===== config.mk =====
export PLATFORM = sky130hd
export DESIGN_NAME = stage_sequencer_flat
export DESIGN_NICKNAME = d
export VERILOG_FILES = /design/src/rtl/stage_sequencer_if.sv /design/src/rtl/stage_sequencer.sv /design/src/flat_wrapper.sv
export SDC_FILE = /design/constraint.sdc
export NUM_CORES = 1
export LEC_CHECK = 0
export CAP_MARGIN = 40
export CELL_PAD_IN_SITES_DETAIL_PLACEMENT = 1
export CELL_PAD_IN_SITES_GLOBAL_PLACEMENT = 2
export CORE_AREA = 2 2 108 79
export CTS_BUF_LIST = sky130_fd_sc_hd__clkbuf_8
export CTS_CLUSTER_SIZE = 16
export DETAILED_ROUTE_END_ITERATION = 7
export DIE_AREA = 0 0 110 81
export PLACE_DENSITY_LB_ADDON = 0.1
export SETUP_SLACK_MARGIN = 0.3
export SKIP_CTS_REPAIR_TIMING = 1
export SYNTH_ARGS = -nofsm -noshare
export SYNTH_HDL_FRONTEND = slang
export SYNTH_SLANG_ARGS = --single-unit

===== constraint.sdc =====
create_clock -name clock -period 2.8 [get_ports clock]
set_input_delay 0.42 -clock clock [delete_from_list [all_inputs] [get_ports clock]]
set_output_delay 0.42 -clock clock [all_outputs]
set_load 0.05 [all_outputs]

===== src/rtl/stage_sequencer_if.sv =====
// Handshake bundle between the stage sequencer and the per-packet stage chain.
//   master : the sequencer (samples en/stage_done/abort_req, drives starts,
//            clear, mux selects, write gate, status and end-of-run pulses)
//   slave  : the run requester / stage side (drives en, stage_done, abort_req)
interface stage_sequencer_if #(
  parameter int unsigned NUM_STAGES = 8,
  parameter int unsigned SEL_W      = 3
);
  logic                  en;
  logic [NUM_STAGES-1:0] stage_done;
  logic [NUM_STAGES-1:0] abort_req;
  logic [NUM_STAGES-1:0] stage_start;
  logic                  stage_clr;
  logic [SEL_W-1:0]      addr_select;
  logic [SEL_W-1:0]      wr_select;
  logic                  wr_allow;
  logic                  busy;
  logic                  done;
  logic                  aborted;
  logic                  timeout;
  logic [SEL_W-1:0]      end_stage;
  logic [15:0]           run_count;

  modport master (
    input  en, stage_done, abort_req,
    output stage_start, stage_clr, addr_select, wr_select, wr_allow,
           busy, done, aborted, timeout, end_stage, run_count
  );

  modport slave (
    output en, stage_done, abort_req,
    input  stage_start, stage_clr, addr_select, wr_select, wr_allow,
           busy, done, aborted, timeout, end_stage, run_count
  );
endinterface


===== src/rtl/stage_sequencer.sv =====
// Registered run controller for the stage chain sharing the node memory.
// Starts each stage with a one-cycle pulse, waits for its level done flag,
// steers the memory address/data and write-enable muxes to the current
// stage, gates writes for read-only stages and ends a run on completion,
// on a stage's abort request or on a per-stage watchdog expiry.
// Ports:
//   clock : rising-edge clock
//   nrst  : synchronous active-low reset
//   bus   : stage_sequencer_if.master (en, stage_done, abort_req in;
//           stage_start, stage_clr, addr_select, wr_select, wr_allow, busy,
//           done, aborted, timeout, end_stage, run_count out)
module stage_sequencer #(
  parameter int unsigned           NUM_STAGES = 8,
  parameter int unsigned           SEL_W      = 3,
  parameter int unsigned           TIMEOUT    = 2000,
  parameter logic [NUM_STAGES-1:0] WRITE_MASK = 8'b1010_1111
) (
  input logic clock,
  input logic nrst,
  stage_sequencer_if.master bus
);

  localparam int unsigned     WD_W     = (TIMEOUT > 1) ? $clog2(TIMEOUT) : 1;
  localparam logic [WD_W-1:0] WD_LAST  = WD_W'(TIMEOUT - 1);
  localparam logic [SEL_W-1:0] LAST_IDX = SEL_W'(NUM_STAGES - 1);

  typedef enum logic [1:0] {S_IDLE, S_START, S_WAIT, S_CLEAR} state_t;
  typedef enum logic [1:0] {C_DONE, C_ABORT, C_TIMEOUT} cause_t;

  state_t           state_q, state_d;
  cause_t           cause_q, cause_d;
  logic [SEL_W-1:0] idx_q, idx_d;
  logic [WD_W-1:0]  wd_q, wd_d;
  logic [SEL_W-1:0] end_stage_q, end_stage_d;
  logic [15:0]      run_count_q, run_count_d;

  always_ff @(posedge clock) begin
    if (!nrst) begin
      state_q     <= S_IDLE;
      cause_q     <= C_DONE;
      idx_q       <= '0;
      wd_q        <= '0;
      end_stage_q <= '0;
      run_count_q <= '0;
    end else begin
      state_q     <= state_d;
      cause_q     <= cause_d;
      idx_q       <= idx_d;
      wd_q        <= wd_d;
      end_stage_q <= end_stage_d;
      run_count_q <= run_count_d;
    end
  end

  always_comb begin
    state_d     = state_q;
    cause_d     = cause_q;
    idx_d       = idx_q;
    wd_d        = wd_q;
    end_stage_d = end_stage_q;
    run_count_d = run_count_q;
    case (state_q)
      S_IDLE: begin
        if (bus.en) begin
          state_d = S_START;
          idx_d   = '0;
        end
      end
      // stage_done is deliberately not looked at here, so a done flag left
      // high by a not-yet-cleared stage cannot skip the stage just started.
      S_START: begin
        wd_d    = '0;
        state_d = S_WAIT;
      end
      S_WAIT: begin
        // A done on the expiry cycle takes precedence over the watchdog.
        if (bus.stage_done[idx_q]) begin
          if (bus.abort_req[idx_q]) begin
            state_d     = S_CLEAR;
            cause_d     = C_ABORT;
            end_stage_d = idx_q;
          end else if (idx_q == LAST_IDX) begin
            state_d     = S_CLEAR;
            cause_d     = C_DONE;
            end_stage_d = idx_q;
            run_count_d = run_count_q + 16'd1;
          end else begin
            state_d = S_START;
            idx_d   = idx_q + 1'b1;
          end
        end else if (wd_q == WD_LAST) begin
          state_d     = S_CLEAR;
          cause_d     = C_TIMEOUT;
          end_stage_d = idx_q;
        end else begin
          wd_d = wd_q + 1'b1;
        end
      end
      S_CLEAR: state_d = S_IDLE;
      default: state_d = S_IDLE;
    endcase
  end

  logic active;
  logic clearing;
  assign active   = (state_q == S_START) || (state_q == S_WAIT);
  assign clearing = (state_q == S_CLEAR);

  assign bus.stage_start = (state_q == S_START) ? (NUM_STAGES'(1) << idx_q) : '0;
  assign bus.stage_clr   = clearing;
  assign bus.addr_select = active ? idx_q : '0;
  assign bus.wr_select   = active ? idx_q : '0;
  assign bus.wr_allow    = active && WRITE_MASK[idx_q];
  assign bus.busy        = (state_q != S_IDLE);
  assign bus.done        = clearing && (cause_q == C_DONE);
  assign bus.aborted     = clearing && (cause_q == C_ABORT);
  assign bus.timeout     = clearing && (cause_q == C_TIMEOUT);
  assign bus.end_stage   = end_stage_q;
  assign bus.run_count   = run_count_q;

endmodule


===== src/flat_wrapper.sv =====
// flat-port wrapper written by rule: the top's interface ports become plain ports
module stage_sequencer_flat 
#(
  parameter int unsigned           NUM_STAGES = 8,
  parameter int unsigned           SEL_W      = 3,
  parameter int unsigned           TIMEOUT    = 2000,
  parameter logic [NUM_STAGES-1:0] WRITE_MASK = 8'b1010_1111
)
  (clock, nrst, bus_en, bus_stage_done, bus_abort_req, bus_stage_start, bus_stage_clr, bus_addr_select, bus_wr_select, bus_wr_allow, bus_busy, bus_done, bus_aborted, bus_timeout, bus_end_stage, bus_run_count);
  stage_sequencer_if #(.NUM_STAGES(NUM_STAGES), .SEL_W(SEL_W)) bus_i ();
  input logic clock;
  input logic nrst;
  input wire logic [$bits(bus_i.en)-1:0] bus_en;
  input wire logic [$bits(bus_i.stage_done)-1:0] bus_stage_done;
  input wire logic [$bits(bus_i.abort_req)-1:0] bus_abort_req;
  output wire logic [$bits(bus_i.stage_start)-1:0] bus_stage_start;
  output wire logic [$bits(bus_i.stage_clr)-1:0] bus_stage_clr;
  output wire logic [$bits(bus_i.addr_select)-1:0] bus_addr_select;
  output wire logic [$bits(bus_i.wr_select)-1:0] bus_wr_select;
  output wire logic [$bits(bus_i.wr_allow)-1:0] bus_wr_allow;
  output wire logic [$bits(bus_i.busy)-1:0] bus_busy;
  output wire logic [$bits(bus_i.done)-1:0] bus_done;
  output wire logic [$bits(bus_i.aborted)-1:0] bus_aborted;
  output wire logic [$bits(bus_i.timeout)-1:0] bus_timeout;
  output wire logic [$bits(bus_i.end_stage)-1:0] bus_end_stage;
  output wire logic [$bits(bus_i.run_count)-1:0] bus_run_count;
  assign bus_i.en = bus_en;
  assign bus_i.stage_done = bus_stage_done;
  assign bus_i.abort_req = bus_abort_req;
  assign bus_stage_start = bus_i.stage_start;
  assign bus_stage_clr = bus_i.stage_clr;
  assign bus_addr_select = bus_i.addr_select;
  assign bus_wr_select = bus_i.wr_select;
  assign bus_wr_allow = bus_i.wr_allow;
  assign bus_busy = bus_i.busy;
  assign bus_done = bus_i.done;
  assign bus_aborted = bus_i.aborted;
  assign bus_timeout = bus_i.timeout;
  assign bus_end_stage = bus_i.end_stage;
  assign bus_run_count = bus_i.run_count;
  stage_sequencer #(.NUM_STAGES(NUM_STAGES), .SEL_W(SEL_W), .TIMEOUT(TIMEOUT), .WRITE_MASK(WRITE_MASK)) u_core (.clock(clock), .nrst(nrst), .bus(bus_i));
endmodule

== Yosys cells after proc, flatten, opt, wreduce, memory -nomap -nowiden ==
Memories as Yosys holds them, arrays and structs flattened. A register that Yosys moved wholly into a read port is not among the register bits.
Index checks and enable logic that the tools add are counted.

* Register bits: 37
* Bits in latches: 0
* Memory bits (writable): 0
* Memory bits (read-only): 8
* Output and inout bits: 39
* Memories kept: 1

* $add $sub $neg: 3
* Multipliers: 0
* Div/mod/pow operators: 0
* $lt $le $gt $ge: 1
* Eq/ne operators: 15
* Shift-type cells: 1
* Mux-type cells: 31
* Bitwise gates (word level): 1
* Reduce and logical (&&, ||, !) cells: 16

{| class="wikitable"
|+ Memories
! name !! words !! bits a word !! rd ports !! clocked after memory_dff !! wr ports !! line !! RTL
|-
| (no name shown) || 8 || 1 || 1 || 1 || 0 || stage_sequencer.sv:113 || <nowiki>assign bus.wr_allow = active && WRITE_MASK[idx_q];</nowiki>
|}

{| class="wikitable"
|+ Operators with widths
! cell !! count
|-
| $mux 3 || 11
|-
| $mux 11 || 2
|-
| $pmux 11 s2 || 1
|-
| $mux 2 || 9
|-
| $add 16x1->16 const B || 1
|-
| $add 11x1->11 const B || 1
|-
| $eq 11x11->1 const B || 1
|-
| $ne 2x2->1 const B || 5
|-
| $mux 8 || 1
|-
| $pmux 2 s4 || 1
|-
| $reduce_bool 2->1 || 4
|-
| $shl 1x3->8 const A || 1
|-
| $bmux 1 s3 || 2
|-
| $eq 2x2->1 const B || 3
|-
| $pmux 3 s2 || 1
|-
| $reduce_and 3->1 || 2
|-
| $reduce_and 5->1 || 1
|-
| $eq 2x1->1 const B || 2
|-
| $logic_and 1x1->1 || 4
|-
| $logic_not 2->1 || 2
|-
| $lt 3x4->1 const B || 1
|-
| $reduce_and 4->1 || 1
|-
| $add 3x1->3 const B || 1
|-
| $eq 3x3->1 const B || 1
|-
| 7 further kinds || 9
|}

== Logic depth before layout (Yosys ltp) ==
* Depth after elaboration: 7
* Gate-level depth with buffers: 8

== Worst setup path before layout ==
No wires, ideal clock.

* Kind: flip-flop to output port
* From: register u_core.state_q[0]
* To: output port bus_done
* Arrival time: 2.105 ns
* Data required time: 2.380 ns
* Slack: 0.275 ns
* Stages on the path, launching flop included: 3
* Buffers on the path: 0
* Path through: dfxtp_1 ha_1 nor3b_1

* Cells in the longest elaborated chain, start to end: 2

{| class="wikitable"
|+ RTL lines
! what !! line !! RTL
|-
| from (decl) || stage_sequencer.sv:30 || <nowiki>state_t state_q, state_d;</nowiki>
|-
| from (signal assigned) || stage_sequencer.sv:46 || <nowiki>state_q <= state_d;</nowiki>
|-
| $eq 2x2->1 || stage_sequencer.sv:107 || <nowiki>assign clearing = (state_q == S_CLEAR);</nowiki>
|-
| via bus_stage_clr || flat_wrapper.sv:17 || <nowiki>output wire logic [$bits(bus_i.stage_clr)-1:0] bus_stage_clr;</nowiki>
|-
| $logic_and 1x1->1 || stage_sequencer.sv:115 || <nowiki>assign bus.done = clearing && (cause_q == C_DONE);</nowiki>
|-
| to (decl) || flat_wrapper.sv:22 || <nowiki>output wire logic [$bits(bus_i.done)-1:0] bus_done;</nowiki>
|}

The timed path passes the listed nets, and every way through them passes these cells.

== Worst setup path after layout ==
* From: register u_core.state_q[0]
* To: output port bus_wr_select[1]

* Cells in the longest elaborated chain, start to end: 3
* Elaborated cells between the ends (all ways): 4
* Those cells by class: 2 x eq/ne; 1 x mux; 1 x reduce/logical

{| class="wikitable"
|+ RTL lines
! what !! line !! RTL
|-
| $eq 2x1->1 or $eq 2x2->1 (tied branches) || stage_sequencer.sv:106 || <nowiki>assign active = (state_q == S_START) || (state_q == S_WAIT);</nowiki>
|-
| $logic_or 1x1->1 (*) || stage_sequencer.sv:106 ||
|-
| $mux 3 (*) || stage_sequencer.sv:112 || <nowiki>assign bus.wr_select = active ? idx_q : '0;</nowiki>
|-
| to (decl) || flat_wrapper.sv:19 || <nowiki>output wire logic [$bits(bus_i.wr_select)-1:0] bus_wr_select;</nowiki>
|}

Mark *: on every way between the ends. The rest lies on a longest branch, timed or not.

==> out/qor.csv <==
stage;metric;value;unit
grt;initial antenna violation count;0;
worst_setup_path;crit end category;output port;
timing;Final Hold Fails;0;
finish;Fillers;958;
synthesis;number of flops mapped to enable cells by yosys;0;
cts;CTS Buf Count;5;
finish;Area Overhead vs Synth;40.0;%
routing;DRC viols;0;
floorplanning;die area;8910;sq um
place;PortBufs;57;
routing;Routed Antenna Nets;0;
cts;clock sink count;38;
grt;vias in the first global route;2025;
worst_hold_path;HP Class;flip-flop to flip-flop;
synthesis;synthesized cell area;2220;sq um
power_and_ir_drop;switching share of power;34.3;%
power_and_ir_drop;internal power;1040;uW
synthesis;synthesis-stage register bit count;38;
worst_setup_path;CP Launch Type;flip-flop;
worst_setup_path;CP Data Arrival Time;2200;ps
timing;RSZ-0062 raised after global routing;yes;
synthesis;Synth Area per Inst;8.50;sq um
power_and_ir_drop;Seq pwr share;36.6;%
place;placed cell count;419;
cts;CTS tree;built;
timing;setup ws final;178;ps
timing;Period minus WS final;2620;ps
grt;grt ovf;0;
place;pre-CTS setup slack;-158;ps
finish;# diodes;0;
power_and_ir_drop;VDD IR max;209;uV
finish;Final Util;38.7;%
routing;wire length per cell;13.8;microns
timing;period utilisation layout;93.6;%
cts;Clock Latency Late Sink;300;ps
power_and_ir_drop;Pwr Density;507;nW/um^2
worst_setup_path;CP Class;flip-flop to output port;
cts;CTS clk-pin slew, worst paths;80;ps
synthesis;Post-Syn Nets;293;
power_and_ir_drop;combinational share of power;32.5;%
floorplanning;Initial Utilization;27.7;%
worst_setup_path;crit-path max FO;6;
timing;Slew Viols, Final;0;
synthesis;prevailing post-synth register cell;dfxtp_1;
routing;total iterations of the first detailed-routing run;4;
grt;largest net degree at the start of global routing;22;
grt;first-pass GRT wire length;9.89;mm
timing;Max Fclk;381;MHz
place;hpwl dp;4.30;mm
worst_setup_path;Req. time, crit path;2380;ps
finish;nets;353;
finish;final std cells w/o fill;426;
synthesis;Synth Instances;261;
routing;via count;2035;
status;status;complete, no violations;
floorplanning;overall die width;110;microns
floorplanning;Die H;81;microns
timing;Worst-Margin Slew;530;ps
run;max-cap violations;0;
synthesis;post-synth cell types;50;
routing;final WL;5.89;mm
power_and_ir_drop;P_leak;0.00139;uW
floorplanning;core area;8020;sq um
timing;Clock Skews;13.3;ps
synthesis;fraction of registers with async set/reset;0;%
finish;share of cells above drive strength 1;10.3;%
routing;DRT iter0 DRCs;52;
routing;Vias per Instance;4.78;
cts;# H-tree levels;2;
timing;relative slew slack;64.6;%
timing;final setup fails;0;
synthesis;Synth Warn #;0;
synthesis;register area share after synthesis;34.3;%
floorplanning;# rows;28;
grt;GRT Total Usage;14.2;%
place;final weighted congestion in routability-driven placement;0.729;
floorplanning;io pins;58;
cts;CTS Root Cell;clkbuf_8;
cts;clk buf depth;2;
power_and_ir_drop;clock network power share;30.9;%
power_and_ir_drop;NetSw;540;uW
cells in the final DEF (no fill, tap or decap), drive strengths merged, types with 2 or more instances in the layout:
| cell type | instances |
|---|---|
| a21oi | 8 |
| a22oi | 2 |
| and2 | 9 |
| and3 | 11 |
| and3b | 2 |
| buf | 12 |
| clkbuf | 6 |
| clkdlybuf4s50 | 42 |
| dfxtp | 38 |
| dlymetal6s2s | 14 |
| ha | 13 |
| inv | 12 |
| mux2 | 3 |
| mux2i | 3 |
| mux4 | 2 |
| nand2 | 12 |
| nand2b | 4 |
| nand3 | 14 |
| nand4 | 2 |
| nor2 | 32 |
| nor2b | 5 |
| nor3 | 11 |
| nor3b | 3 |
| nor4 | 2 |
| o211ai | 2 |
| o21a | 2 |
| o21ai | 13 |
| or3 | 5 |
| or4 | 2 |
| xnor2 | 11 |
| xor2 | 8 |
worst paths after layout:
| check | from | end | slack, ps | cells after the start |
|---|---|---|---|---|
| worst max-delay path | u_core.state_q[0]$_SDFFE_PN0P_ | bus_wr_select[1] | 180 | 4 |
| worst min-delay path | u_core.bus.end_stage[0]$_SDFFE_PN0P_ | u_core.bus.end_stage[0]$_SDFFE_PN0P_ | 470 | 2 |
| worst max register to register | u_core.idx_q[0]$_SDFFE_PN0N_ | u_core.bus.run_count[15]$_SDFFE_PN0P_ | 340 | 8 |
| worst min register to register | u_core.bus.end_stage[0]$_SDFFE_PN0P_ | u_core.bus.end_stage[0]$_SDFFE_PN0P_ | 470 | 2 |
worst max-delay path, stage by stage (launching register included):
cell,delay (ps)
dfxtp_1,420
inv_1,110
ha_1,410
and2_1,170
clkdlybuf4s50_1,800
metrics by stage:
stage	hold WS, ps	TNS (ps)	area (sq um)	total power [uW]
6_report	470	0	3110	1580
3_3_place_gp	453	-1420	2920	1100
4_1_cts	477	0	3030	1600
3_5_place_dp	460	-1870	2920	1100
5_1_grt	514	0	3110	1680
2_1_floorplan	458	0	2220	915
logic make-up (layout without fill, tap and decap cells):
family | Yosys count | after routing | share of synthesized area (%)
AND/OR/NAND/NOR | 116 | 116 | 27.8
AO/OA/AOI/OAI | 40 | 40 | 11.8
flip-flops | 38 | 38 | 34.3
buffers and inverters | 27 | 87 | 5.81
XOR/XNOR | 19 | 19 | 7.50
adder cells (fa/ha/maj) | 13 | 13 | 7.33
multiplexers | 8 | 8 | 5.41
cells in the mapped netlist (3+ instances only):
cell type,instances,share of area [%]
clkbuf_1,8,1.4
xnor2_1,11,4.3
xor2_1,8,3.2
nor2b_1,5,1.4
a21oi_1,8,1.8
mux2i_1,3,1.4
dfxtp_1,38,34
or3_1,5,1.4
o21ai_0,13,2.9
and2_1,9,2.5
and3_1,11,3.1
buf_4,3,1.0
nor3b_1,3,1.0
nand2_1,12,2.0
nor3_1,11,2.5
nor2_1,32,5.4
ha_1,13,7.3
nand3_1,14,3.2
nand2b_1,4,1.1
inv_1,12,2.0
final cells by class:
class                           instances  area [sq um]  area share, %
Multi-Input combinational cell        196          1370           44.1
Clock inverter                          1          30.0          0.967
Timing Repair Buffer                   68           686           22.1
Sequential cell                        38           761           24.5
Clock buffer                            6          82.6           2.66
Inverter                               12          45.0           1.45
Tap cell                              105           131           4.23
metal layers:
layer  vias up  share of wire (%)  GRT usage [%]
met1       969                 52           19.5
met5         -                  0              0
met3         4                4.2           4.41
met4         0               0.39           1.52
met2        34                 44           22.5
li1       1028                  -              -
state kept, by name, summed over array words and instances (netlist names), named ones only:
| register | cells |
|---|---|
| u_core.bus.run_count | 16 |
| u_core.wd_q | 11 |
| u_core.idx_q | 3 |
| u_core.cause_q | 2 |
| u_core.bus.end_stage | 3 |
| u_core.state_q | 2 |
power by group through the flow:
| stage | clock network, uW | registers, uW | logic, uW |
|---|---|---|---|
| after CTS | 507 | 578 | 511 |
| after global placement | 0 | 590 | 509 |
| after global routing | 533 | 581 | 561 |
| after floorplan | 0 | 585 | 330 |
| after detailed placement | 0 | 590 | 507 |
| final | 486 | 577 | 512 |
(Power assumes the default switching activity.)
